<file path="src/rtl/mips_mem_arb_pkg.sv">
// Shared types and default widths for the unified-memory arbiter.
package mips_mem_arb_pkg;

    localparam int unsigned ADDR_W_DEF = 10;
    localparam int unsigned DATA_W_DEF = 32;

    typedef enum logic {IDLE, RD_WAIT} arb_state_e;
    typedef enum logic {OWN_IF, OWN_D} arb_owner_e;

endpackage

</file>
<file path="src/rtl/mips_arb_starve_ctr.sv">
// Saturating count of denied fetch cycles; raises prio when the limit is reached.
module mips_arb_starve_ctr #(
    parameter int unsigned STARVE_MAX = 4
) (
    input  logic clock,
    input  logic reset_n,
    input  logic req,
    input  logic gnt,
    output logic prio
);

    localparam logic [3:0] CntMax = 4'(STARVE_MAX);

    logic [3:0] cnt_q, cnt_d;

    always_comb begin
        cnt_d = cnt_q;
        if (gnt) begin
            cnt_d = 4'd0;
        end else if (req && (cnt_q != CntMax)) begin
            cnt_d = cnt_q + 4'd1;
        end
    end

    always_ff @(posedge clock) begin
        if (!reset_n) begin
            cnt_q <= 4'd0;
        end else begin
            cnt_q <= cnt_d;
        end
    end

    assign prio = (cnt_q == CntMax);

endmodule

</file>
<file path="src/rtl/mips_mem_arbiter.sv">
// Fetch/data arbiter for the single-ported unified memory with fixed read latency.
// Optional stall counters are compiled in when MIPS_MEM_ARB_PERF_EN is defined.
module mips_mem_arbiter
    import mips_mem_arb_pkg::*;
#(
    parameter int unsigned ADDR_W     = ADDR_W_DEF,
    parameter int unsigned DATA_W     = DATA_W_DEF,
    parameter int unsigned RD_LAT     = 1,
    parameter int unsigned STARVE_MAX = 4
) (
    input  logic              clock,
    input  logic              reset_n,
    input  logic              if_req,
    input  logic [ADDR_W-1:0] if_addr,
    output logic              if_gnt,
    output logic              if_rvalid,
    output logic [DATA_W-1:0] if_rdata,
    input  logic              d_req,
    input  logic              d_we,
    input  logic [ADDR_W-1:0] d_addr,
    input  logic [DATA_W-1:0] d_wdata,
    output logic              d_gnt,
    output logic              d_rvalid,
    output logic [DATA_W-1:0] d_rdata,
    output logic              mem_en,
    output logic              mem_we,
    output logic [ADDR_W-1:0] mem_addr,
    output logic [DATA_W-1:0] mem_wdata,
    input  logic [DATA_W-1:0] mem_rdata,
`ifdef MIPS_MEM_ARB_PERF_EN
    output logic [15:0]       if_stall_cnt,
    output logic [15:0]       d_stall_cnt,
`endif
    output logic              busy
);

    arb_state_e state_q, state_d;
    arb_owner_e owner_q, owner_d;
    logic [2:0] lat_q, lat_d;
    logic       last_cycle;
    logic       grantable;
    logic       fetch_prio;
    logic       rd_gnt;

    mips_arb_starve_ctr #(
        .STARVE_MAX(STARVE_MAX)
    ) u_starve (
        .clock  (clock),
        .reset_n(reset_n),
        .req    (if_req),
        .gnt    (if_gnt),
        .prio   (fetch_prio)
    );

    // The rvalid cycle of a read doubles as a grant slot so reads can stream.
    assign last_cycle = (state_q == RD_WAIT) && (lat_q == 3'd1);
    assign grantable  = reset_n && ((state_q == IDLE) || last_cycle);

    always_comb begin
        if_gnt    = 1'b0;
        d_gnt     = 1'b0;
        mem_en    = 1'b0;
        mem_we    = 1'b0;
        mem_addr  = '0;
        mem_wdata = '0;
        if (grantable) begin
            if (if_req && (fetch_prio || !d_req)) begin
                if_gnt   = 1'b1;
                mem_en   = 1'b1;
                mem_addr = if_addr;
            end else if (d_req) begin
                d_gnt    = 1'b1;
                mem_en   = 1'b1;
                mem_we   = d_we;
                mem_addr = d_addr;
                if (d_we) begin
                    mem_wdata = d_wdata;
                end
            end
        end
    end

    assign rd_gnt = if_gnt || (d_gnt && !d_we);

    always_comb begin
        state_d = state_q;
        lat_d   = lat_q;
        owner_d = owner_q;
        if (rd_gnt) begin
            state_d = RD_WAIT;
            lat_d   = 3'(RD_LAT);
            owner_d = if_gnt ? OWN_IF : OWN_D;
        end else if (state_q == RD_WAIT) begin
            if (last_cycle) begin
                state_d = IDLE;
            end else begin
                lat_d = lat_q - 3'd1;
            end
        end
    end

    always_ff @(posedge clock) begin
        if (!reset_n) begin
            state_q <= IDLE;
            lat_q   <= 3'd0;
            owner_q <= OWN_IF;
        end else begin
            state_q <= state_d;
            lat_q   <= lat_d;
            owner_q <= owner_d;
        end
    end

    assign if_rvalid = reset_n && last_cycle && (owner_q == OWN_IF);
    assign d_rvalid  = reset_n && last_cycle && (owner_q == OWN_D);
    assign if_rdata  = if_rvalid ? mem_rdata : '0;
    assign d_rdata   = d_rvalid ? mem_rdata : '0;
    assign busy      = (state_q == RD_WAIT);

`ifdef MIPS_MEM_ARB_PERF_EN
    logic [15:0] if_stall_q, d_stall_q;

    always_ff @(posedge clock) begin
        if (!reset_n) begin
            if_stall_q <= 16'd0;
            d_stall_q  <= 16'd0;
        end else begin
            if (if_req && !if_gnt && (if_stall_q != 16'hFFFF)) begin
                if_stall_q <= if_stall_q + 16'd1;
            end
            if (d_req && !d_gnt && (d_stall_q != 16'hFFFF)) begin
                d_stall_q <= d_stall_q + 16'd1;
            end
        end
    end

    assign if_stall_cnt = if_stall_q;
    assign d_stall_cnt  = d_stall_q;
`endif

endmodule

</file>
<file path="config.mk">
export PLATFORM = sky130hd
export DESIGN_NAME = mips_mem_arbiter
export DESIGN_NICKNAME = d
export VERILOG_FILES = /design/src/rtl/mips_mem_arb_pkg.sv /design/src/rtl/mips_arb_starve_ctr.sv /design/src/rtl/mips_mem_arbiter.sv
export SDC_FILE = /design/constraint.sdc
export NUM_CORES = 1
export LEC_CHECK = 0
export BUFFER_PORTS_ARGS = -buffer_cell sky130_fd_sc_hd__buf_4
export CORE_AREA = 4 4 76 78
export CTS_BUF_LIST = sky130_fd_sc_hd__clkbuf_2
export DETAILED_ROUTE_END_ITERATION = 8
export DIE_AREA = 0 0 80 82
export MAX_ROUTING_LAYER = met4
export PLACE_DENSITY_LB_ADDON = 0.25
export SKIP_LAST_GASP = 1
export SLEW_MARGIN = 30
export SYNTH_ARGS = -nofsm -noshare
export SYNTH_HDL_FRONTEND = slang
export SYNTH_SLANG_ARGS = --single-unit
</file>
<file path="constraint.sdc">
create_clock -name clock -period 2.2 [get_ports clock]
set_input_delay 0.44 -clock clock [delete_from_list [all_inputs] [get_ports clock]]
set_output_delay 0.44 -clock clock [all_outputs]
set_load 0.01 [all_outputs]
</file>
# [Word-level counts from Yosys, hierarchy flattened]
# Cells that the tools add are included.
# Widths: inputs -> output; s select.
[totals] ff_bits=9 input_bits=89 word_cells=59
[op_classes] addsub=2 n_eq_ne=4 muxes=26 n_bitwise=4 n_reduce_logical=18
[ops] op="$mux 32" n=6
[ops] op="$mux 10" n=3
[ops] op="$mux 1" n=17
[ops] op="$logic_and 1x1->1" n=8
[ops] op="$add 4x1->4 const B" n=1
[ops] op="$eq 4x3->1 const B" n=1
[ops] op="$ne 4x3->1 const B" n=1
[ops] op="$not 1->1" n=4
[ops] op="$reduce_and 2->1" n=2
[ops] op="$reduce_or 2->1" n=2
[ops] op="$eq 3x1->1 const B" n=1
[ops] op="$logic_or 1x1->1" n=3
[ops] op="$sub 3x1->3 const B" n=1
[ops] op="$logic_not 1->1" n=2
[ops] op="$ne 2x1->1 const B" n=1
[ops] op="$reduce_bool 2->1" n=1

# [Logic depth before layout (Yosys ltp)]
# Gate-level depths: netlist of the first run.
[logic_depth] depth_word=9 mapped_depth=6 ltp_nobuf=5

# [Hierarchy]
# From an unflattened synthesis of the first run, not the netlist that was laid out.
[hier_totals] cells_unflattened=221 area_unflattened_um2=1482.7
[modules_own_cells] module="mips_mem_arbiter" instances=1 cells_per_inst=195 area_each_um2=1278.7 seq_area_each_um2=100.1
[modules_own_cells] module="mips_arb_starve_ctr" instances=1 cells_per_inst=26 area_each_um2=203.9 seq_area_each_um2=80.1

# [Worst setup path before layout of the first run]
# Ideal clock, no wire load.
[synth_timing] path_kind="flip-flop to output port" from="reg u_starve.cnt_q[0]" to="out mem_wdata[22]" t_arrival_ps=1666 setup_slack_ps=94 path_stages_with_launch=7 path_cell_list="dfxtp_1 inv_1 ha_1 and4b_4 a2111oi_4 buf_6 and3_1"
[synth_between] elab_chain_len=5
[synth_lines] item="start, declared" line="mips_arb_starve_ctr.sv:14" text="logic [3:0] cnt_q, cnt_d;"
[synth_lines] item="start signal, assigned" line="mips_arb_starve_ctr.sv:29" text="cnt_q <= cnt_d;"
[synth_lines] item="$eq 4x3->1" line="mips_arb_starve_ctr.sv:33" text="assign prio = (cnt_q == CntMax);"
[synth_lines] item="$logic_or 1x1->1" line="mips_mem_arbiter.sv:67" text="if (if_req && (fetch_prio || !d_req)) begin"
[synth_lines] item="$logic_and 1x1->1" line="mips_mem_arbiter.sv:67"
[synth_lines] item="$mux 32" line="mips_mem_arbiter.sv:67"
[synth_lines] item="$mux 32" line="mips_mem_arbiter.sv:66" text="if (grantable) begin"
[synth_lines] item="end, declared" line="mips_mem_arbiter.sv:28" text="output logic [DATA_W-1:0] mem_wdata,"
# No other way between the ends.

# [Final worst setup path of the first run]
[layout_timing] from="reg lat_q[1]" to="out mem_wdata[25]"
[layout_between] elab_chain_len=5
[layout_lines] item="start, declared" line="mips_mem_arbiter.sv:39" text="logic [2:0] lat_q, lat_d;"
[layout_lines] item="start signal, assigned" line="mips_mem_arbiter.sv:109" text="lat_q <= lat_d;"
[layout_lines] item="$eq 3x1->1" line="mips_mem_arbiter.sv:56" text="assign last_cycle = (state_q == RD_WAIT) && (lat_q == 3'd1);"
[layout_lines] item="$logic_and 1x1->1" line="mips_mem_arbiter.sv:56"
[layout_lines] item="$logic_or 1x1->1" line="mips_mem_arbiter.sv:57" text="assign grantable = reset_n && ((state_q == IDLE) || last_cycle);"
[layout_lines] item="$logic_and 1x1->1" line="mips_mem_arbiter.sv:57"
[layout_lines] item="$mux 32" line="mips_mem_arbiter.sv:66"
# No other way between the ends.

==> run summary, run 1 <==
vias in the first global route: 2243
initial antenna violation count: 0
die area: 6560 sq um
# H-tree levels: 1
ANT cells: 0
Sink Count: 9
CP startpoint kind: register
TritonCTS clock tree: yes
unrepaired setup endpoints after global routing: true
CP Buf/Inv Count: 4
design area: 3360 sq um
Synth Instances: 212
Pre-antenna DRT Iters: 4
synth warn: 0
syn_nets: 305
Finished Core Util: 66.2%
Worst Path Arrival: 1830 ps
most frequent cells in the layout: buf_4, and2_1, and3_1
Synth Register Bits: 9
buffers added on ports: 201
antenna violation net count after detailed routing: 0
Max Fclk: 0.440 GHz
proportion of layout cells with a drive suffix above 1: 62.1%
CTS clk-pin slew, worst paths: 100 ps
hold bufs inserted after CTS: 0
sequential share of the synthesized area: 12.0%
biggest area consumer among synthesized cells: and2_1
Site Rows: 26
worst-margin pin slew: 371 ps
pin count of the biggest net entering global routing: 35
Initial Util: 29.5%
Crit. End Element: primary output
Cell Pwr Density: 222 nW/um^2
final hold slack: 484 ps
Core Footprint: 5070 sq um
# setup viols final: 33
DIE HEIGHT: 82 microns
max-cap violations: 0
failing checks: setup timing
min cycle time layout: 2270 ps
Hold Path Class: input port to register
grt ovf: 0
Area Overhead vs Synth: 124%
WL final: 7.67 mm
VDD IR max: 128 uV
clk_lat worst skew: 240 ps
Yosys cell types: 38
Total GRT Usage: 20.8%
Critical Path Max Stage Delay: 370 ps
Die X: 80 microns
CTS max path bufs: 2
Iteration-0 DRC Markers: 103
post-route setup slack: -72.0 ps
synthesized cell area: 1500 sq um
GP Congestion: 0.845
dpl hpwl: 5.89 mm
Setup CP Type: register to primary output
reg2reg start: u_starve.cnt_q[1]
CTS Buf Count: 3
first-pass GRT wire length: 10.7 mm
Synth area leaders: and2_1, and3_1, dfxtp_1
Avg Inst Size Synth: 7.06 sq um
Final nets: 511
post-DR vias/cell: 4.79
Slew HR: 75.3%
Placed Area: 3090 sq um
most used cell, CP: buf_6
# DRC: 0
CP cell instances: inv_2 -> ha_4 -> nand2b_4 -> a2111oi_4 -> buf_6 -> clkbuf_16 -> and3_4 -> buf_6
IO Pins: 202
Fin Clk Skew: 9.54 ps
Hold Path Origin: reset_n
commonest non-fill, non-tap cell in the layout: buf_4
Static Leak: 0.00186 uW
wire length per cell: 15.8 microns
crit path launch: lat_q[1]
fin crit share: 103%
Slowest-stage cell, CP: a2111oi_4
final hold vios: 0
Max Slew Vio Count: 0
via count: 2331
Yosys top cell area share: 27.2%
status: finished with violations
clk root buf: clkbuf_2
critical path fanouts, max: 4
CP delay by family, top: buffers and inverters
CP Data Required Time: 1760 ps
## path summary, 6_finish.rpt
| check | slack (ps) | depth (start not counted) | to |
|---|---|---|---|
| worst min-delay path | 480 | 2 | busy |
| worst min register to register | 590 | 1 | owner_q |
| worst max register to register | 610 | 7 | u_starve.cnt_q[0] |
| worst max-delay path | -70 | 8 | mem_wdata[25] |
## worst register-to-register path, stage by stage (launching register included)
cell and delay [ps]:
dfxtp_2 330, inv_1 70, ha_2 180, buf_4 120, and3b_2 260, o21ai_1 90, buf_4 170, o221a_2 260
## cell type report
type                            instances  area, sq um
Timing Repair Buffer                  222         1790
Multi-Input combinational cell        175         1250
Inverter                                7         26.3
Fill cell                             453         1710
Sequential cell                         9          189
Clock buffer                            4         20.0
Tap cell                               70         87.6
## cell usage after synthesis, drive strengths merged
| library cell | number |
|---|---|
| nand4 | 1 |
| a21oi | 14 |
| nor2 | 3 |
| a2111oi | 1 |
| clkbuf | 16 |
| o221a | 4 |
| nor3b | 1 |
| o21ai | 2 |
| inv | 7 |
| and4b | 2 |
| and2 | 67 |
| nand4b | 2 |
| o211ai | 10 |
| nor4bb | 1 |
| nand2b | 3 |
| nand3b | 2 |
| and3b | 1 |
| o31a | 1 |
| nand3 | 12 |
| nor3 | 2 |
| a31oi | 1 |
| o41ai | 1 |
| o21a | 1 |
| a21o | 2 |
| o2111ai | 1 |
| o2111a | 1 |
| dfxtp | 9 |
| buf | 6 |
| ha | 4 |
| and3 | 34 |
## report_power, final
part	switching (uW)	internal [uW]
combinational	180	267
clock	60.1	48.3
sequential	14.6	175
## metal layers
metal,GRT usage [%],share of wire [%]
met1,21.9,35
met2,39.1,52
met3,4.71,11
met4,5.57,1.6
met5,-,0
## what timing repair did
item / CTS / global route
cloned: 2 / 2
setup endpoints to repair: 70 / 109
setup buffers: 8 / 3
gates resized for setup: 19 / 14
pin swaps: 3 / 7
## kinds of logic after synthesis
kind of cell    after synthesis  share of synthesized area [%]
flops                         9                           12.0
compound gates               39                           19.6
simple gates                131                           55.9
buf+inv                      29                           9.11
fa+ha+maj                     4                           3.34
## state kept, by name, indices dropped and copies added (netlist names)
| name | cells |
|---|---|
| owner_q | 1 |
| busy | 1 |
| lat_q | 3 |
| u_starve.cnt_q | 4 |
## metrics by stage
| stage | total power, uW | cells | setup slack, ps | setup TNS (ps) |
|---|---|---|---|---|
| 3_5_place_dp | 579 | 469 | 18.2 | 0 |
| 2_1_floorplan | 351 | 212 | 93.7 | 0 |
| 3_3_place_gp | 572 | 469 | 65.7 | 0 |
| 5_1_grt | 796 | 487 | -167 | -8630 |
| 6_report | 745 | 487 | -72.0 | -1070 |
| 4_1_cts | 735 | 483 | -91.5 | -1950 |
No activity file was read; power rests on OpenSTA's default activity.
==> run 2, diff against run 1 <==
- BUFFER_PORTS_ARGS: -buffer_cell sky130_fd_sc_hd__buf_4 -> default
- DONT_BUFFER_PORTS: default -> 1
- clock period: 2.2 -> 2.5 ns (I/O delays scaled with it)
==> run 2 against run 1 <==
Against the previous run:
- the flow now finishes without violations
- hold slack got worse by 110 ps
- clock power is 9.9% lower
- critical endpoint is now mem_wdata[31]
- first-iteration DRC count fell by 48%
- sequential share of layout area up 5.7 points
- clock skew shrank 4.6 ps
- largest cell class is now multi-input combinational cells
- critical path type unchanged
==> run summary, run 2 (synthesis gave the netlist of run 1 again) <==
Layout Cells excl Fill: 273 (was 487)
Register-to-Register Path Depth: 5 (was 7)
TritonCTS clock tree: yes (unchanged)
hold bufs inserted after CTS: 0 (unchanged)
max reg flops: 4 (unchanged)
Reg with most FFs: u_starve.cnt_q (unchanged)
min cycle time layout: 2400 ps
Setup CP Type: register to primary output (unchanged)
wire length per cell: 20.5 microns (was 15.8 microns)
Die X: 80 microns (unchanged)
most frequent cells in the layout: and2_1, and3_1, a21oi_1 (was buf_4, and2_1, and3_1)
Pre-antenna DRT Iters: 4 (unchanged)
worst-margin pin slew: 476 ps (was 371 ps)
clk root buf: clkbuf_2 (unchanged)
grt ovf: 0 (unchanged)
dpl hpwl: 4.55 mm (was 5.89 mm)
Sink Count: 9 (unchanged)
Slowest-stage cell, CP: dfxtp_1 (was a2111oi_4)
critical path fanouts, max: 8 (was 4)
commonest non-fill, non-tap cell in the layout: and2_1 (was buf_4)
IO Pins: 202 (unchanged)
pin count of the biggest net entering global routing: 35 (unchanged)
die area: 6560 sq um (unchanged)
# setup viols final: 0 (was 33)
reg2reg start: u_starve.cnt_q[1] (unchanged)
CTS clk-pin slew, worst paths: 100 ps (about the same)
Slew HR: 68.1% (was 75.3%)
CTS Buf Count: 3 (unchanged)
vias in the first global route: 1326 (was 2243)
Hold Path Class: input port to register (unchanged)
largest registers: u_starve.cnt_q x4, lat_q x3 (unchanged)
Pwr Total: 425 uW (was 745 uW)
DIE HEIGHT: 82 microns (unchanged)
Area Overhead vs Synth: 7.69% (was 124%)
post-route setup slack: 99.3 ps (was -72.0 ps)
max-cap violations: 0 (unchanged)
R2R setup slack: 860 ps (was 610 ps)
placed cell count: 266 (was 469)
Finished Core Util: 31.8% (was 66.2%)
proportion of layout cells with a drive suffix above 1: 18.7% (was 62.1%)
Worst Setup EP: mem_wdata[31] (was mem_wdata[25])
final hold vios: 0 (unchanged)
Iteration-0 DRC Markers: 54 (was 103)
# DRC: 0 (unchanged)
Max Slew Vio Count: 0 (unchanged)
initial antenna violation count: 0 (unchanged)
clk_lat worst skew: 250 ps (was 240 ps)
CP Data Required Time: 2000 ps (was 1760 ps)
Site Rows: 26 (unchanged)
post-DR vias/cell: 5.73 (was 4.79)
# H-tree levels: 1 (unchanged)
Critical Path Max Stage Delay: 400 ps (was 370 ps)
fin crit share: 96.0%
Worst Path Arrival: 1900 ps (was 1830 ps)
worst slack, placed: 252 ps (was 18.2 ps)
Crit. End Element: primary output (unchanged)
WHS Path Cells: 1 (was 2)
buffers added on ports: 0 (was 201)
VDD IR max: 101 uV (was 128 uV)
via count: 1565 (was 2331)
CTS max path bufs: 2 (unchanged)
crit path launch: lat_q[0] (was lat_q[1])
Core Footprint: 5070 sq um (unchanged)
GP Congestion: 0.773 (was 0.845)
status: completed (was finished with violations)
Total GRT Usage: 14.4% (was 20.8%)
WL final: 5.59 mm (was 7.67 mm)
Final nets: 297 (was 511)
Max Fclk: 0.417 GHz
Cell Pwr Density: 264 nW/um^2 (was 222 nW/um^2)
antenna violation net count after detailed routing: 0 (unchanged)
RR Endpoint: lat_q[0] (was u_starve.cnt_q[0])
TNS Setup: 0 ps (was -1070 ps)
ANT cells: 0 (unchanged)
first-pass GRT wire length: 7.09 mm (was 10.7 mm)
Fin Clk Skew: 4.93 ps (was 9.54 ps)
Initial Util: 29.5% (unchanged)
CP cell instances: ha_2 -> nand2b_4 -> a2111oi_4 -> buf_4 -> clkbuf_4 -> and3_2 (was inv_2 -> ha_4 -> nand2b_4 -> a2111oi_4 -> buf_6 -> clkbuf_16 -> and3_4 -> buf_6)
CP startpoint kind: register (unchanged)
Static Leak: 0.000733 uW (was 0.00186 uW)
==> run 2: worst min-delay path by stage <==
stage	slack (ps)	to	startpoint
global placement	500	lat_q[1]	lat_q[1]
floorplan	470	lat_q[1]	lat_q[1]
detailed placement	510	lat_q[1]	lat_q[1]
global route	350	busy	reset_n
finish	370	busy	reset_n
CTS	350	busy	reset_n
==> run 2: critical path, delay by kind of cell, from the launching register on <==
family                     cells  cell delay, ps
buffers and inverters          2             360
and+or+nand+nor                2             320
adders and majority gates      1             240
AOI/OAI and AO/OA              1             340
DFF                            1             400
==> run 2: what timing repair did <==
item / in CTS / in global routing
buffers inserted: 1 / 0
endpoints found under the setup margin: 32 / 33
cloned: 2 / 0
hold endpoints to repair: 0 / 0
pin swaps: 1 / 0
resized for setup: 3 / 10
==> run 2: routing by layer <==
| layer | GRT usage [%] | share of wire [%] | wire length, microns | vias up |
|---|---|---|---|---|
| li1 | - | - | - | 724 |
| met1 | 16.1 | 36 | 2000 | 690 |
| met2 | 26.8 | 51 | 2870 | 141 |
| met3 | 1.43 | 10 | 578 | 10 |
| met4 | 4.56 | 2.4 | 134 | 0 |
| met5 | - | 0 | 0 | - |
==> run 2: layout make-up <==
type | count | area [sq um]
Sequential cell | 9 | 183
Fill cell | 526 | 3460
Timing Repair Buffer | 9 | 75.1
Inverter | 7 | 26.3
Multi-Input combinational cell | 174 | 1220
Clock buffer | 4 | 20.0
Tap cell | 70 | 87.6
==> run 2: power by group <==
part / internal, uW / total (uW) / switching, uW
registers: 153 / 162 / 8.51
logic: 66.6 / 166 / 99.5
clock network: 42.5 / 97.3 / 54.8
==> run 2: through the flow <==
stage	cell area (sq um)	hold WS (ps)
2_1_floorplan	1500	473
3_3_place_gp	1530	499
3_5_place_dp	1530	506
4_1_cts	1580	349
5_1_grt	1610	348
6_report	1610	373
==> run 3, diff against run 2 <==
- CORE_AREA: 4 4 76 78 -> 4 4 75 77
- DIE_AREA: 0 0 80 82 -> 0 0 79 81
- SLEW_MARGIN: 30 -> default
- SYNTH_HIERARCHICAL: default -> 1
==> run 3 against run 2 <==
Against the previous run:
- die area decreased by 2.5%
- final area decreased by 1.8%
- core utilization decreased by 0.16 points
- area after synthesis decreased by 1.0%
- count of clock-buffer cells in the layout unchanged
- critical endpoint is now mem_addr[7]
- hold slack got worse by 18 ps
- non-clock buffer count decreased by 4
- sequential share of layout area increased by 0.13 points
- clock power increased by 4%
- total power increased by 1.7%
- synthesized cell count increased by 4.2%
==> run summary, run 3 <==
status: completed (unchanged)
grt ovf: 0 (unchanged)
CTS max path bufs: 2 (unchanged)
Yosys cell types: 37 (was 38)
max-cap violations: 0 (unchanged)
most used cell, CP: inv_1
initial antenna violation count: 1 (was 0)
most frequent cells in the layout: and2_1, and3_1, nand2_1 (was and2_1, and3_1, a21oi_1)
commonest non-fill, non-tap cell in the layout: and2_1 (unchanged)
TritonCTS clock tree: yes (unchanged)
Register-to-Register Path Depth: 10 (was 5)
Slowest-stage cell, CP: dfxtp_1 (unchanged)
Synth Register Bits: 9 (unchanged)
wire length per cell: 21.1 microns (was 20.5 microns)
largest registers: u_starve/cnt_q x4, lat_q x3 (was u_starve.cnt_q x4, lat_q x3)
area used by multi-input combinational logic: 1220 sq um (about the same)
Synth area leaders: and2_1, and3_1, dfxtp_1 (unchanged)
biggest area consumer among synthesized cells: and2_1 (unchanged)
Hold Path Class: input port to register (unchanged)
max reg flops: 4 (unchanged)
die area: 6400 sq um (was 6560 sq um)
Static Leak: 0.000756 uW (was 0.000733 uW)
proportion of layout cells with a drive suffix above 1: 17.4% (was 18.7%)
# DRC: 0 (unchanged)
vias in the first global route: 1315 (was 1326)
ys flop type: dfxtp_1 (unchanged)
reg2reg start: u_starve/cnt_q[0] (was u_starve.cnt_q[1])
Setup CP Type: register to primary output (unchanged)
placed cell count: 277 (was 266)
fillcell total: 554 (was 526)
asr flop ratio synth: 0% (unchanged)
sequential share of the synthesized area: 12.2% (was 12.0%)
Max Slew Vio Count: 0 (unchanged)
Layout Cells excl Fill: 284 (was 273)
most frequent cell after synthesis: and2_1 (unchanged)
post-DR vias/cell: 5.57 (was 5.73)
Critical Path Max Stage Delay: 390 ps (was 400 ps)
clk root buf: clkbuf_2 (unchanged)
dpl hpwl: 4.64 mm (was 4.55 mm)
R2R setup slack: 590 ps (was 860 ps)
CP Data Required Time: 2000 ps (about the same)
Fin Clk Skew: 2.48 ps (was 4.93 ps)
Max Fclk: 0.417 GHz (about the same)
Total GRT Usage: 15.3% (was 14.4%)
IO Pins: 202 (unchanged)
GP Congestion: 0.821 (was 0.773)
Slew HR: 72.6% (was 68.1%)
Synth top cells by count: and2_1, and3_1, a21oi_1 (was and2_1, and3_1, clkbuf_1)
critical path fanouts, max: 21 (was 8)
Die X: 79 microns (was 80 microns)
Reg with most FFs: u_starve/cnt_q (was u_starve.cnt_q)
min cycle time layout: 2400 ps (about the same)
CTS Buf Count: 3 (unchanged)
VDD IR max: 224 uV (was 101 uV)
CTS clk-pin slew, worst paths: 100 ps (about the same)
TNS Setup: 0 ps (unchanged)
RR Endpoint: u_starve/cnt_q[2] (was lat_q[0])
Finished Core Util: 31.6% (was 31.8%)
WL final: 6.00 mm (was 5.59 mm)
syn_nets: 314 (was 305)
Sink Count: 9 (unchanged)
unrepaired setup endpoints after global routing: true
CP cell instances: inv_1 -> ha_1 -> nand3b_1 -> inv_1 -> nand2b_1 -> buf_6 -> a21o_1 -> a21oi_1 (was ha_2 -> nand2b_4 -> a2111oi_4 -> buf_4 -> clkbuf_4 -> and3_2)
Worst Path Arrival: 1900 ps (about the same)
pin count of the biggest net entering global routing: 35 (unchanged)
WHS Path Cells: 1 (unchanged)
Crit. End Element: primary output (unchanged)
DIE HEIGHT: 81 microns (was 82 microns)
final hold vios: 0 (unchanged)
first-pass GRT wire length: 7.26 mm (was 7.09 mm)
Hold Path Origin: reset_n (unchanged)
# H-tree levels: 1 (unchanged)
hold bufs inserted after CTS: 0 (unchanged)
worst-margin pin slew: 400 ps (was 476 ps)
hold endpoint: lat_q[2] (was busy)
CP startpoint kind: register (unchanged)
Cell Pwr Density: 273 nW/um^2 (was 264 nW/um^2)
Final nets: 307 (was 297)
via count: 1583 (was 1565)
Synth Instances: 221 (was 212)
# setup viols final: 0 (unchanged)
Initial Util: 29.6% (was 29.5%)
buffers added on ports: 0 (unchanged)
Iteration-0 DRC Markers: 42 (was 54)
CP Buf/Inv Count: 3 (was 2)
Site Rows: 26 (unchanged)
CP delay by family, top: compound AO/OA/AOI/OAI gates (was flip-flops)
Core Footprint: 5010 sq um (was 5070 sq um)
Post-synth EDFFs: 0 (unchanged)
Area Overhead vs Synth: 6.84% (was 7.69%)
synthesized cell area: 1480 sq um (was 1500 sq um)
fin crit share: 95.9% (was 96.0%)
Sequential Area: 181 sq um (was 183 sq um)
clk_lat worst skew: 260 ps (was 250 ps)
antenna violation net count after detailed routing: 0 (unchanged)
Yosys top cell area share: 22.4% (was 27.2%)
Avg Inst Size Synth: 6.71 sq um (was 7.06 sq um)
synth warn: 6 (was 0)
Pre-antenna DRT Iters: 4 (unchanged)
-- run 3: cell count changes after synthesis, moves of 3 or more --
| cell | previous run | this run |
|---|---|---|
| a21o_1 | 2 | 10 |
| and2_1 | 65 | 53 |
| and2_2 | 2 | 12 |
| and3_2 | 4 | 0 |
| clkbuf_1 | 16 | 9 |
| clkbuf_2 | 0 | 4 |
| nand2_1 | 0 | 14 |
| o211ai_1 | 10 | 0 |
| o221a_2 | 4 | 1 |
-- run 3: stage by stage --
step / area (sq um) / hold slack (ps) / total power (uW) / worst slack [ps]
floorplan: 1480 / 440 / 305 / 421
global placement: 1510 / 458 / 319 / 341
detailed placement: 1510 / 463 / 319 / 304
CTS: 1530 / 342 / 422 / 0.433
global route: 1580 / 327 / 464 / -10.0
finish: 1580 / 355 / 432 / 104
-- run 3: area by class of cell --
type | instances | area share, %
multi-input cells | 186 | 76.9
inverters | 9 | 2.13
flip-flops and latches | 9 | 11.5
diodes | 1 | 0.158
clock buffers | 4 | 1.26
repair buffers | 5 | 2.61
well taps | 70 | 5.53
-- run 3: cells by family after synthesis --
logic type / share of synthesized area [%]
fa+ha+maj: 3.38
buf+inv: 9.20
simple gates: 58.5
flops: 12.2
compound gates: 16.8
-- run 3: worst register-to-register path: stages (launching register included) --
cell	delay, ps
dfxtp_2	350
inv_1	70
ha_1	160
nand3b_1	120
inv_1	150
nand2b_1	130
buf_6	180
nand2_1	90
nor2_1	250
nand2b_1	230
nor3_1	70
-- run 3: routing by layer --
metal | track usage (%) | up-vias | wire length [microns]
met4 | 3.78 | 0 | 67
met1 | 15.9 | 708 | 2200
li1 | - | 740 | -
met5 | - | - | 0
met2 | 28.5 | 128 | 3100
met3 | 4.21 | 7 | 624
-- run 3: worst max path at each step --
stage / startpoint / endpoint / cells after the start
after floorplan: u_starve/cnt_q[0] / mem_addr[0] / 8
final: u_starve/cnt_q[1] / mem_addr[7] / 8
after global routing: u_starve/cnt_q[1] / mem_wdata[2] / 7
after detailed placement: u_starve/cnt_q[0] / mem_wdata[4] / 7
after global placement: u_starve/cnt_q[0] / mem_wdata[2] / 7
after CTS: lat_q[1] / d_rdata[0] / 5
-- run 3: power breakdown --
group | switching [uW] | leakage, uW | internal [uW]
logic | 104 | 0.000665 | 61.9
registers | 12.2 | 0.0000741 | 153
clock network | 58.9 | 0.0000166 | 42.5
-- run 3: timing repair --
| item | 4_1_cts | 5_1_grt |
|---|---|---|
| resized for setup | 0 | 11 |
| pin swaps | 1 | 3 |
| setup buffers | 0 | 0 |
| gates cloned | 0 | 2 |
| endpoints found under the setup margin | 2 | 76 |
